<file path="config.mk">
export PLATFORM = sky130hd
export DESIGN_NAME = if_fetch
export DESIGN_NICKNAME = d
export VERILOG_FILES = /design/src/rtl/if_fetch_pkg.sv /design/src/rtl/if_fetch.sv
export SDC_FILE = /design/constraint.sdc
export NUM_CORES = 1
export LEC_CHECK = 0
export BUFFER_PORTS_ARGS = -buffer_cell sky130_fd_sc_hd__buf_4
export CAP_MARGIN = 25
export CORE_MARGIN = 2
export CORE_UTILIZATION = 57
export CTS_CLUSTER_SIZE = 24
export DETAILED_ROUTE_END_ITERATION = 7
export PLACE_DENSITY = 0.86
export SYNTH_ARGS = -nofsm -noshare
export SYNTH_HDL_FRONTEND = slang
export SYNTH_SLANG_ARGS = --single-unit
</file>
<file path="constraint.sdc">
create_clock -name clk -period 3.1 [get_ports clk]
set_input_delay 0.31 -clock clk [delete_from_list [all_inputs] [get_ports clk]]
set_output_delay 0.31 -clock clk [all_outputs]
set_load 0.1 [all_outputs]
</file>
<file path="src/rtl/if_fetch_pkg.sv">
// Shared CPU package: fetch FSM encoding, reset fetch address and instruction size.
package if_fetch_pkg;

   typedef enum logic [1:0] {
      IDLE    = 2'b00,
      FETCH   = 2'b01,
      HOLD    = 2'b10,
      DISCARD = 2'b11
   } fetch_state_t;

   localparam logic [31:0] PC_ADDR_DEFAULT = 32'h8000_0000;
   localparam int unsigned INSN_BYTES      = 4;

endpackage

</file>
<file path="src/rtl/if_fetch.sv">
// Instruction fetch unit: Wishbone classic read master feeding a
// valid/ready instruction handshake, with branch/jump redirect support.
module if_fetch
   import if_fetch_pkg::*;
#(
   parameter int unsigned           ADDR_WIDTH = 32,
   parameter int unsigned           DATA_WIDTH = 32,
   parameter logic [ADDR_WIDTH-1:0] PC_ADDR    = ADDR_WIDTH'(PC_ADDR_DEFAULT)
) (
   input  logic                    clk,
   input  logic                    rst_n,
   input  logic                    redirect_valid_in,
   input  logic [ADDR_WIDTH-1:0]   redirect_pc_in,
   output logic                    inst_valid_out,
   input  logic                    inst_ready_in,
   output logic [DATA_WIDTH-1:0]   inst_out,
   output logic [ADDR_WIDTH-1:0]   pc_out,
   output logic                    wb_cyc_o,
   output logic                    wb_stb_o,
   input  logic                    wb_ack_i,
   output logic [ADDR_WIDTH-1:0]   wb_adr_o,
   input  logic [DATA_WIDTH-1:0]   wb_dat_i,
   output logic                    wb_we_o,
   output logic [DATA_WIDTH/8-1:0] wb_sel_o
);

   fetch_state_t          state_r;
   logic [ADDR_WIDTH-1:0] pc_r;
   logic [ADDR_WIDTH-1:0] adr_r;
   logic [ADDR_WIDTH-1:0] pc_out_r;
   logic [DATA_WIDTH-1:0] inst_r;
   logic                  inst_valid_r;
   logic                  cyc_r;

   // The bus is word-addressed: the low two address bits never leave the block.
   function automatic logic [ADDR_WIDTH-1:0] word_addr(input logic [ADDR_WIDTH-1:0] a);
      return {a[ADDR_WIDTH-1:2], 2'b00};
   endfunction

   // Fetch FSM: PC tracking, bus request and instruction hand-off in one register stage.
   always_ff @(posedge clk or negedge rst_n) begin
      if (!rst_n) begin
         state_r      <= IDLE;
         pc_r         <= PC_ADDR;
         adr_r        <= '0;
         pc_out_r     <= '0;
         inst_r       <= '0;
         inst_valid_r <= 1'b0;
         cyc_r        <= 1'b0;
      end else begin
         case (state_r)
            IDLE: begin
               state_r      <= FETCH;
               cyc_r        <= 1'b1;
               inst_valid_r <= 1'b0;
               if (redirect_valid_in) begin
                  pc_r  <= redirect_pc_in;
                  adr_r <= word_addr(redirect_pc_in);
               end else begin
                  adr_r <= word_addr(pc_r);
               end
            end
            FETCH: begin
               if (redirect_valid_in) begin
                  pc_r         <= redirect_pc_in;
                  inst_valid_r <= 1'b0;
                  if (wb_ack_i) begin
                     // Read finished this cycle: drop it and start the target fetch now.
                     adr_r   <= word_addr(redirect_pc_in);
                     state_r <= FETCH;
                  end else begin
                     // Read still in flight: let it finish, then throw its data away.
                     state_r <= DISCARD;
                  end
               end else if (wb_ack_i) begin
                  inst_r       <= wb_dat_i;
                  pc_out_r     <= pc_r;
                  inst_valid_r <= 1'b1;
                  pc_r         <= pc_r + ADDR_WIDTH'(INSN_BYTES);
                  cyc_r        <= 1'b0;
                  state_r      <= HOLD;
               end else begin
                  state_r <= FETCH;
               end
            end
            HOLD: begin
               if (redirect_valid_in) begin
                  // A coincident ready still completes the handshake; the redirect wins the PC.
                  pc_r         <= redirect_pc_in;
                  inst_valid_r <= 1'b0;
                  adr_r        <= word_addr(redirect_pc_in);
                  cyc_r        <= 1'b1;
                  state_r      <= FETCH;
               end else if (inst_ready_in) begin
                  inst_valid_r <= 1'b0;
                  adr_r        <= word_addr(pc_r);
                  cyc_r        <= 1'b1;
                  state_r      <= FETCH;
               end else begin
                  state_r <= HOLD;
               end
            end
            DISCARD: begin
               if (redirect_valid_in) begin
                  pc_r <= redirect_pc_in;
               end else begin
                  pc_r <= pc_r;
               end
               inst_valid_r <= 1'b0;
               if (wb_ack_i) begin
                  // Latest redirect target, including one arriving with the ack.
                  adr_r   <= redirect_valid_in ? word_addr(redirect_pc_in) : word_addr(pc_r);
                  state_r <= FETCH;
               end else begin
                  state_r <= DISCARD;
               end
            end
            default: begin
               state_r      <= IDLE;
               cyc_r        <= 1'b0;
               inst_valid_r <= 1'b0;
            end
         endcase
      end
   end

   assign inst_valid_out = inst_valid_r;
   assign inst_out       = inst_r;
   assign pc_out         = pc_out_r;
   assign wb_cyc_o       = cyc_r;
   assign wb_stb_o       = cyc_r;
   assign wb_adr_o       = adr_r;
   assign wb_we_o        = 1'b0;
   assign wb_sel_o       = {(DATA_WIDTH/8){1'b1}};

endmodule

</file>
After elaboration in Yosys (flattened, before gate mapping)
Index checks and enable logic that the tools add are counted.
- equality and inequality tests: 10
- reductions and logical operators: 9
- $add $sub $neg: 1
- multiplexer cells: 27
- bitwise operators: 1
- operators with widths (operator ; number):
    32-bit two-way mux ; 9
    32-bit one-hot mux with 4 select lines ; 1
    32-bit one-hot mux with 2 select lines ; 1
    32-bit by 3-bit adder with 32-bit output (second input constant) ; 1
    2-bit two-way mux ; 5
    1-bit two-way mux ; 8
    2-bit inequality test (second input constant) ; 4
    2-bit one-hot mux with 4 select lines ; 1
    4-bit AND reduction ; 2
    3-bit inequality test (second input constant) ; 2
    1-bit one-hot mux with 3 select lines ; 2
    2-bit equality test (second input constant) ; 2
    2-bit AND reduction ; 2
    3-bit AND reduction ; 1
    3-bit nonzero test ; 1
    3-bit OR reduction ; 1
    2-bit by 1-bit equality test with 1-bit output (second input constant) ; 1
    2-bit zero test ; 1
    2-bit by 1-bit inequality test with 1-bit output (second input constant) ; 1
    2-bit OR reduction ; 1
    1-bit NOT ; 1
- bits in registers: 132
- output and inout port bits: 104
- bits of input ports: 69
- word-level logic and storage cells: 55

Longest topological paths before layout
Gate-level depths: netlist (run 1).
- word-level depth: 4
- mapped depth: 12

Worst setup path before layout (run 1)
Ideal clock, no wire load.
- path kind: input -> register
- start point: in redirect_valid_in
- end point: reg pc_r[31]
- cell stages on the path: 12
- slack: 0.316 ns
- data required time: 3.016 ns
- path buffers: 5
- data arrival time: 2.700 ns
- path through: clkbuf_1 inv_1 clkbuf_1 buf_1 ha_1 buf_2 or3b_1 clkbuf_1 or4_1 nor4b_2 and3_1 nor3_1
- longest elaborated chain between the ends: 2
- elaborated cells on any way between the ends: 5
- classes of those cells: eq/ne: 2; mux: 2; reduce/logical: 1
- RTL lines (what ; RTL line ; RTL):
    start: declaration ; if_fetch.sv:12 ; input logic redirect_valid_in,
    32-bit two-way mux (tied with other cells) ; if_fetch.sv:64 ; if (redirect_valid_in) begin
    32-bit one-hot mux with 2 select lines or 2-bit AND reduction (tied branches) ; - ;
    end signal: assignment ; if_fetch.sv:57 ; pc_r <= redirect_pc_in;
    end signal: assignment ; if_fetch.sv:65 ; pc_r <= redirect_pc_in;
    end signal: assignment ; if_fetch.sv:79 ; pc_r <= pc_r + ADDR_WIDTH'(INSN_BYTES);
    end: declaration ; if_fetch.sv:28 ; logic [ADDR_WIDTH-1:0] pc_r;
Parallel ways exist; a longest one is shown, timed or not.
A chain may end at the register's enable or synchronous reset.

Final worst setup path (run 1)
- start point: reg pc_r[2]
- end point: reg pc_r[28]
- longest elaborated chain between the ends: 4
- RTL lines (what ; RTL line ; RTL):
    32-bit by 3-bit adder with 32-bit output ; if_fetch.sv:79 ;
    32-bit two-way mux ; if_fetch.sv:75 ; end else if (wb_ack_i) begin
    32-bit two-way mux ; if_fetch.sv:64 ;
    32-bit one-hot mux with 2 select lines ; if_fetch.sv:51 ; case (state_r)
Every way passes these cells. The select of a mux whose other input is x is not followed.

==> results by stage, run 1 <==
Min path:
- The startpoint identified for the worst hold timing path is wb_dat_i[0].
- The path class of the tightest hold or removal check is in -> reg.
- For hold timing, the worst endpoint is inst_out[0]$_DFFE_PN0P_.
- Counting instances, the worst hold path has a depth of 2.

Worst setup path:
- The startpoint-to-endpoint class of the critical path is reg -> reg.
- The setup check on the worst reg-to-reg path leaves a slack of 0.68 ns.
- In this run the critical register-to-register path is captured at pc_r[28]$_DFFE_PN0P_.
- The endpoint class of the critical path is a register.
- At the worst endpoint, the required time is 3.56 ns.
- The source of the worst register-to-register timing path is pc_r[2]$_DFFE_PN0P_.
- The worst register-to-register path has a depth of 6.
- STA classifies the critical path startpoint as a register.
- STA puts the critical path data arrival time at 2.88 ns.
- The largest fanout on the critical path is 9.

Floorplanning:
- The starting density of the core is 58.7%.
- The number of standard-cell rows in the floorplan is 38.
- For this design the top-level I/O count stands at 173.
- The core region is 10900 um2.
- The chip height is 110 um.
- The die outline area is 12100 um2.
- From left edge to right edge, the die measures 110 um.

STA:
- The number of hold violations in the final report is 0.
- On the final layout, the worst hold slack is 0.0146 ns.
- The minimum clock period is 2.42 ns.
- The number of failing setup endpoints in the final timing report is 0.
- The count of final max-slew check failures is 0.
- On the final layout, the worst clock skew is 0.00509 ns.
- Setup total negative slack on the finished layout was measured at 0 ns.
- Setup repair after global routing left no endpoint under its margin.
- Setup slack on the critical path of the routed design comes to 0.683 ns.
- The headroom to the max-slew limit is 48.7%.
- The pin slew with the least headroom to its limit is 0.762 ns.
- The part of the cycle the worst path needs is 78.0%.
- Timing would allow up to 414 MHz.

Synth:
- The share of the Yosys chip area taken by registers is 50.9%.
- The count of unique library cells instantiated by Yosys is 61.
- The commonest cells after synthesis are 129 x dfrtp_1, 65 x a21oi_1, 60 x mux2_2.
- The Yosys warning count is 0.
- Ranked by total cell area, the synthesized netlist is headed by dfrtp_1 50%, mux2_2 11%, a21oi_1 5.1%.
- By instance count, the leading cell after synthesis is dfrtp_1.
- The arithmetic-cell share of the synthesized area counting full adders, half adders and majority gates is 0.782%.
- After synthesis, the largest family of logic cells by area is multiplexers.
- Synthesis produced a netlist whose cell count is 609.
- For this run, the leading register cell type out of synthesis is dfrtp_1.
- After synthesis, the share of cell area in mux cells is 15.4%.
- The number of synthesized flops with an enable pin is 0.
- In this run the biggest area consumer among cell types represents 50.5% of the synthesized area.
- The async set-or-reset flop fraction in the synthesized netlist is 100%.
- The share of synthesized cell area in and, or, nand and nor gates is 13.6%.
- The post-synth design cell area is 6400 um2.
- The average cell area after synthesis is 10.5 um2.
- Summing the areas of all compound-gate instances in the mapped netlist gives 14.7% of the synthesized area.
- The biggest area contributor in the post-synthesis netlist is dfrtp_1.
- The area share of xor/xnor cells in the synthesized design is 0%.
- The synthesized design contains 130 register bits.

Clocking:
- The level count of the clock H-tree is 4.
- TritonCTS built the clock tree.
- The CTS buffer count is 17.
- The post-CTS resize count is 0.
- After clock tree synthesis, the clock-pin slew on the worst setup and hold paths is 0.06 ns.
- The clock network latency to the later pin of the worst-skew pair is 0.52 ns.
- The number of buffers on the longest clock path is 2.
- CTS saw 130 sinks.
- The cell at the root of the clock tree is clkbuf_8.

GRT:
- Entering global routing, the biggest net connects 61 pins.
- The number of antenna violations at the first check in global routing is 0.
- The wire length of the first global-routing pass is 28.3 mm.
- Global routing used 30.8% of the available tracks.
- The number of global-route vias before repair came to 5515.
- For this run the aggregate overflow at the end of global routing stands at 0.

Finish:
- The net count of the finished layout is 835.
- From synthesis to final layout, the design area changed by 31.5%.
- The number of antenna diodes in the final layout is 0.
- The final design utilization is 77.3%.
- The fraction of layout cells with a size suffix above 1 is 37.7%.

Detailed routing:
- The iteration count of the initial detailed-routing pass is 5.
- Dividing the detail-routed wire length by the instance count gives 20.0 um.
- The remaining antenna violation count is 0.
- The total length of routed wires is 18.3 mm.
- Dividing the detail-routed via count by the number of cells gives 6.11.
- The final route contains 5589 vias.
- For this block, the initial DRC count from the detailed router was 415.
- The remaining routing DRC violations is 0.

Placed design:
- The HPWL after detailed placement is 12.6 mm.
- The placement-stage worst setup slack is 0.733 ns.
- Routability-driven placement finished with a final weighted congestion of 0.936.
- During placement, the flow inserted port buffers numbering 165.

Run:
- The tool flagged a number of max-cap violations equal to 0.

Run status:
- The run finished with clean final reports.
-- worst max path at each step --
stage | start | end | slack, ns | cells past startpoint
2_1_floorplan | redirect_valid_in | pc_r[31]$_DFFE_PN1P_ | 0.32 | 12
5_1_grt | pc_r[3]$_DFFE_PN0P_ | pc_r[28]$_DFFE_PN0P_ | 0.49 | 6
6_report | pc_r[2]$_DFFE_PN0P_ | pc_r[28]$_DFFE_PN0P_ | 0.68 | 6
3_5_place_dp | redirect_valid_in | pc_r[31]$_DFFE_PN1P_ | 0.73 | 8
4_1_cts | pc_r[2]$_DFFE_PN0P_ | pc_r[22]$_DFFE_PN0P_ | 0.75 | 6
3_3_place_gp | redirect_valid_in | pc_r[31]$_DFFE_PN1P_ | 0.71 | 8
-- worst max-delay path: stages, from the launching register on --
cell and delay [ns]:
dfrtp_1 0.49, ha_1 0.28, nand3_1 0.25, nor4_1 0.75, a41oi_1 0.23, o21bai_1 0.17
o221a_2 0.18
-- timing repair --
item                                   in CTS  in global routing
setup buffers                               0                  0
endpoints found under the hold margin      45                  1
hold buffers                                1                  1
-- flip-flops by register name (all words and copies together) (netlist names) --
register,flops
inst_out,32
pc_out,32
pc_r,32
wb_adr_o,30
state_r,2
inst_valid_out,1
wb_cyc_o,1
-- area by class of cell --
class                   count  area, um2
clock inverters            12        178
inverters                  12       45.0
repair buffers            184       1410
clock buffers              20        455
flip-flops and latches    130       3250
fillers                   710       2480
multi-input cells         417       2890
well taps                 140        175
-- kinds of logic (layout without fill, tap and decap cells) --
logic type,count (synthesis),in the layout
DFF,130,130
adders and majority gates,4,4
AOI/OAI and AO/OA,150,150
muxes,91,91
buffers and inverters,67,228
other,2,7
and+or+nand+nor,165,165
-- stage by stage --
| step | instance area, um2 | std cells |
|---|---|---|
| floorplan | 6410 | 614 |
| global placement | 7740 | 880 |
| detailed placement | 7760 | 881 |
| CTS | 8400 | 914 |
| global route | 8410 | 915 |
| finish | 8410 | 915 |
-- per-layer routing --
| metal | vias up | GRT usage (%) | wire length (um) |
|---|---|---|---|
| met2 | 299 | 52.8 | 9310 |
| met1 | 2730 | 38.5 | 7100 |
| li1 | 2526 | - | - |
| met3 | 34 | 6.94 | 1570 |
| met4 | 0 | 10.3 | 286 |
| met5 | - | 0 | 0 |
-- cells in the final DEF, fill, tap and decap left out, types with 3 or more instances in the layout --
cell,instances
o221a_2,5
nor2_1,55
or3_1,4
nand2_1,27
nand3_1,20
mux2_2,60
nor4_1,5
buf_4,180
o21ai_0,24
inv_1,12
nor3_1,12
dfrtp_1,129
nand4_1,6
mux2i_1,31
clkinv_2,3
and3_1,7
o22ai_1,11
bufinv_16,4
a311oi_1,7
o32ai_1,5
clkbuf_16,16
a211oi_1,5
and4_1,4
ha_1,4
nor3b_1,4
nand2b_1,3
a21oi_1,64
clkbuf_8,4
conb_1,7
Power of run 1 is left out: the tool's default activity adds up to more than one toggle a clock period on the data nets, which glitch-free logic cannot reach.
==> run 2, diff against run 1 <==
--- a/config.mk
+++ b/config.mk
@@ -8,10 +8,10 @@
 export BUFFER_PORTS_ARGS = -buffer_cell sky130_fd_sc_hd__buf_4
 export CAP_MARGIN = 25
 export CORE_MARGIN = 2
-export CORE_UTILIZATION = 57
+export CORE_UTILIZATION = 48
 export CTS_CLUSTER_SIZE = 24
 export DETAILED_ROUTE_END_ITERATION = 7
-export PLACE_DENSITY = 0.86
+export PLACE_DENSITY = 0.77
 export SYNTH_ARGS = -nofsm -noshare
 export SYNTH_HDL_FRONTEND = slang
 export SYNTH_SLANG_ARGS = --single-unit
==> constraint.sdc (replaced) <==
create_clock -name clk -period 2.15 [get_ports clk]
set_input_delay 0.215 -clock clk [delete_from_list [all_inputs] [get_ports clk]]
set_output_delay 0.215 -clock clk [all_outputs]
set_load 0.1 [all_outputs]
==> run 2 against run 1 <==
Net effect:
- die area increased by 18%
- final area up 2.6%
- core utilization decreased by 12 points
- first-iteration DRC count is 11% lower
- clock-buffer cell count down 1
- largest cell class unchanged
==> results by stage, run 2 (synthesized netlist as in run 1, its figures left out) <==
STA:
- The count of final max-slew check failures was 0 (unchanged).
- The number of hold violations in the final report was 0 (unchanged).
- The number of failing setup endpoints in the final timing report is 0 (unchanged).
- Setup repair after global routing left no endpoint under its margin.
- The total negative setup slack is 0 ns (unchanged).
- The smallest setup slack after layout is 0.106 ns (-0.577 ns).
- The top achievable clock speed is 489 MHz (+18%).
- The minimum clock period is 2.04 ns (-0.373 ns).
- The worst clock skew is 0.00693 ns (+0.00185 ns).
- The headroom to the max-slew limit is 61.2% (+12 points).
- The pin slew with the least headroom to its limit is 0.582 ns (-0.179 ns).
- The part of the cycle the worst path needs was 95.1% (+17 points).

Placed design:
- The routability congestion estimate from global placement came to 0.958 (+2.4%).
- The total of buffers placed on input and output ports is 165 (unchanged).
- The placement-stage worst setup slack was 0.105 ns (-0.629 ns).
- The post-place instance area is 8010 um2 (+3.2%).
- The cell count after placement is 935 (+6.1%).
- The half-perimeter wire length of the detailed placement result is 12.9 mm (+2.4%).

Floorplanning:
- The die outline area came to 14300 um2 (+18%).
- The number of top-level pins came to 173 (unchanged).
- The number of standard-cell rows in the floorplan is 42 (+11%).
- The standard cell core area is 13100 um2 (+21%).
- The die boundary width is 119 um (+8.6%).
- The chip height is 119 um (+8.6%).
- The starting density of the core is 48.7% (-10 points).

Worst setup path:
- The source of the worst register-to-register timing path is pc_r[5]$_DFFE_PN0P_.
- The biggest cell delay along the critical path is 0.56 ns (-0.19 ns).
- The endpoint class of the critical path is a register.
- The number of cell instances on the worst register-to-register path was 5 (-1).
- The startpoint-to-endpoint class of the critical path is reg -> reg.
- The register-to-register setup slack came to 0.11 ns (-0.58 ns).
- The signal on the critical path passes through nand4_1 -> or4_4 -> nor4_4 -> a211oi_1 -> a311oi_1.
- The largest fanout on the critical path came to 8 (-1).
- The worst register-to-register path ends at pc_r[29]$_DFFE_PN0P_.
- The arrival time at the worst endpoint came to 2.37 ns (-0.51 ns).
- The data required time at the worst endpoint is 2.47 ns (-1.09 ns).
- The largest individual stage delay along the critical path comes from the cell or4_4.
- The startpoint kind of the worst setup timing path is a register.

Finish:
- The number of antenna cells inserted is 0 (unchanged).
- The area growth from synthesis to layout is 35.0%.
- The finished layout cell area is 8630 um2 (+2.6%).
- The top cell types in the final layout, fill and taps aside, are 194 x buf_4, 126 x dfrtp_1, 64 x a21oi_1, 60 x mux2_2, 55 x nor2_1.
- The most common cell after layout, fill and taps aside is buf_4.
- The fraction of layout cells with a size suffix above 1 was 40.3% (+2.7 points).
- The number of nets in the layout is 852 (+2.0%).
- The filler-free cell count of the finished design is 967 (+5.7%).

GRT:
- The largest net degree at the start of global routing is 52 (-15%).
- The wire length of the first global-routing pass came to 29.4 mm (+3.9%).
- The overall overflow remaining after global route is 0 (unchanged).
- The number of antenna violations at the first check in global routing came to 0 (unchanged).
- The number of global-route vias before repair was 5533 (+0.33%).
- The global routing usage summed across all routing layers is 26.4% (-4.4 points).

Min path:
- The worst hold path belongs to the class in -> reg.
- The beginning of the worst hold path is wb_dat_i[8].
- The path with the worst hold slack has its endpoint at inst_out[8]$_DFFE_PN0P_.
- The hold-critical path depth came to 2 (unchanged).

Detailed routing:
- The starting DRC count in detailed routing was 371 (-11%).
- The remaining routing DRC violations came to 0 (unchanged).
- The detail-routed via count per cell is 5.70 (-6.6%).
- The iteration count of the initial detailed-routing pass came to 5 (unchanged).
- The remaining antenna violation count is 0 (unchanged).
- The number of vias after detailed routing is 5516 (-1.3%).
- The average wire length per cell after detail routing is 18.7 um (-6.5%).
- The total length of routed wires is 18.1 mm (-1.1%).

Clocking:
- Clock tree synthesis selected as its root buffer the cell clkbuf_16.
- The CTS buffer count is 17 (unchanged).
- The level count of the clock H-tree is 4 (unchanged).
- The clock network latency to the later pin of the worst-skew pair came to 0.42 ns (-0.10 ns).
- The clock tree from TritonCTS is built.
- The number of buffers on the longest clock path was 2 (unchanged).
- The number of sinks on the clock net is 130 (unchanged).
- The clock slew seen by the registers of the worst setup and hold paths is 0.06 ns (about the same).

Run status:
- The flow ran to the end, and the final reports show no timing, DRC or antenna violations.

Run:
- The number of maximum-capacitance constraint violations is 0 (unchanged).
run 2: changes by cell type in the layout (fill, tap and decap cells not counted), sizes merged:
| cell | previous run | this run |
|---|---|---|
| buf | 182 | 200 |
| clkinvlp | 1 | 5 |
| bufinv | 4 | 2 |
| clkbuf | 20 | 19 |
| clkinv | 5 | 4 |
| dlygate4sd3 | 2 | 1 |
| inv | 14 | 13 |
run 2: layer usage:
metal / GRT usage (%) / routed length [um] / vias to the layer above
met5: 0 / 0 / -
met4: 10.8 / 387 / 0
met3: 5.60 / 1360 / 28
met2: 42.3 / 8630 / 272
met1: 35.0 / 7680 / 2659
li1: - / - / 2557
run 2: final cells by class:
| type | instances | area (um2) |
|---|---|---|
| Sequential cell | 130 | 3260 |
| Clock inverter | 12 | 134 |
| Tap cell | 176 | 220 |
| Fill cell | 1047 | 4510 |
| Timing Repair Buffer | 201 | 1590 |
| Multi-Input combinational cell | 417 | 2940 |
| Clock buffer | 19 | 453 |
| Inverter | 12 | 45.0 |
run 2: worst max path at each step:
stage	startpoint	end	slack, ns	depth (start not counted)
finish	pc_r[5]$_DFFE_PN0P_	pc_r[29]$_DFFE_PN0P_	0.11	5
global route	pc_r[3]$_DFFE_PN0P_	pc_r[20]$_DFFE_PN0P_	0.02	7
CTS	pc_r[2]$_DFFE_PN0P_	pc_r[22]$_DFFE_PN0P_	0.09	6
detailed placement	pc_r[2]$_DFFE_PN0P_	pc_r[20]$_DFFE_PN0P_	0.10	7
global placement	wb_ack_i	pc_r[31]$_DFFE_PN1P_	0.14	8
floorplan	redirect_valid_in	pc_r[31]$_DFFE_PN1P_	-0.24	12
run 2: critical path: cells and delay by family, from the launching register on:
kind | cells | cell delay (ns)
compound gates | 2 | 0.31
flops | 1 | 0.46
simple gates | 3 | 1.17
run 2: timing repair:
| action | in CTS | in global routing |
|---|---|---|
| buffers inserted | 0 | 0 |
| hold buffers | 1 | 0 |
| setup endpoints to repair | 0 | 10 |
| endpoints found under the hold margin | 35 | 0 |
| resized for setup | 0 | 8 |
run 2: stage by stage:
stage	util, %	hold slack [ns]
3_5_place_dp	60.9	0.245
5_1_grt	65.7	0.0188
2_1_floorplan	-	-0.0806
6_report	65.7	0.0310
3_3_place_gp	60.9	0.244
4_1_cts	65.5	0.0150
Power of run 2 is left out for the same reason.
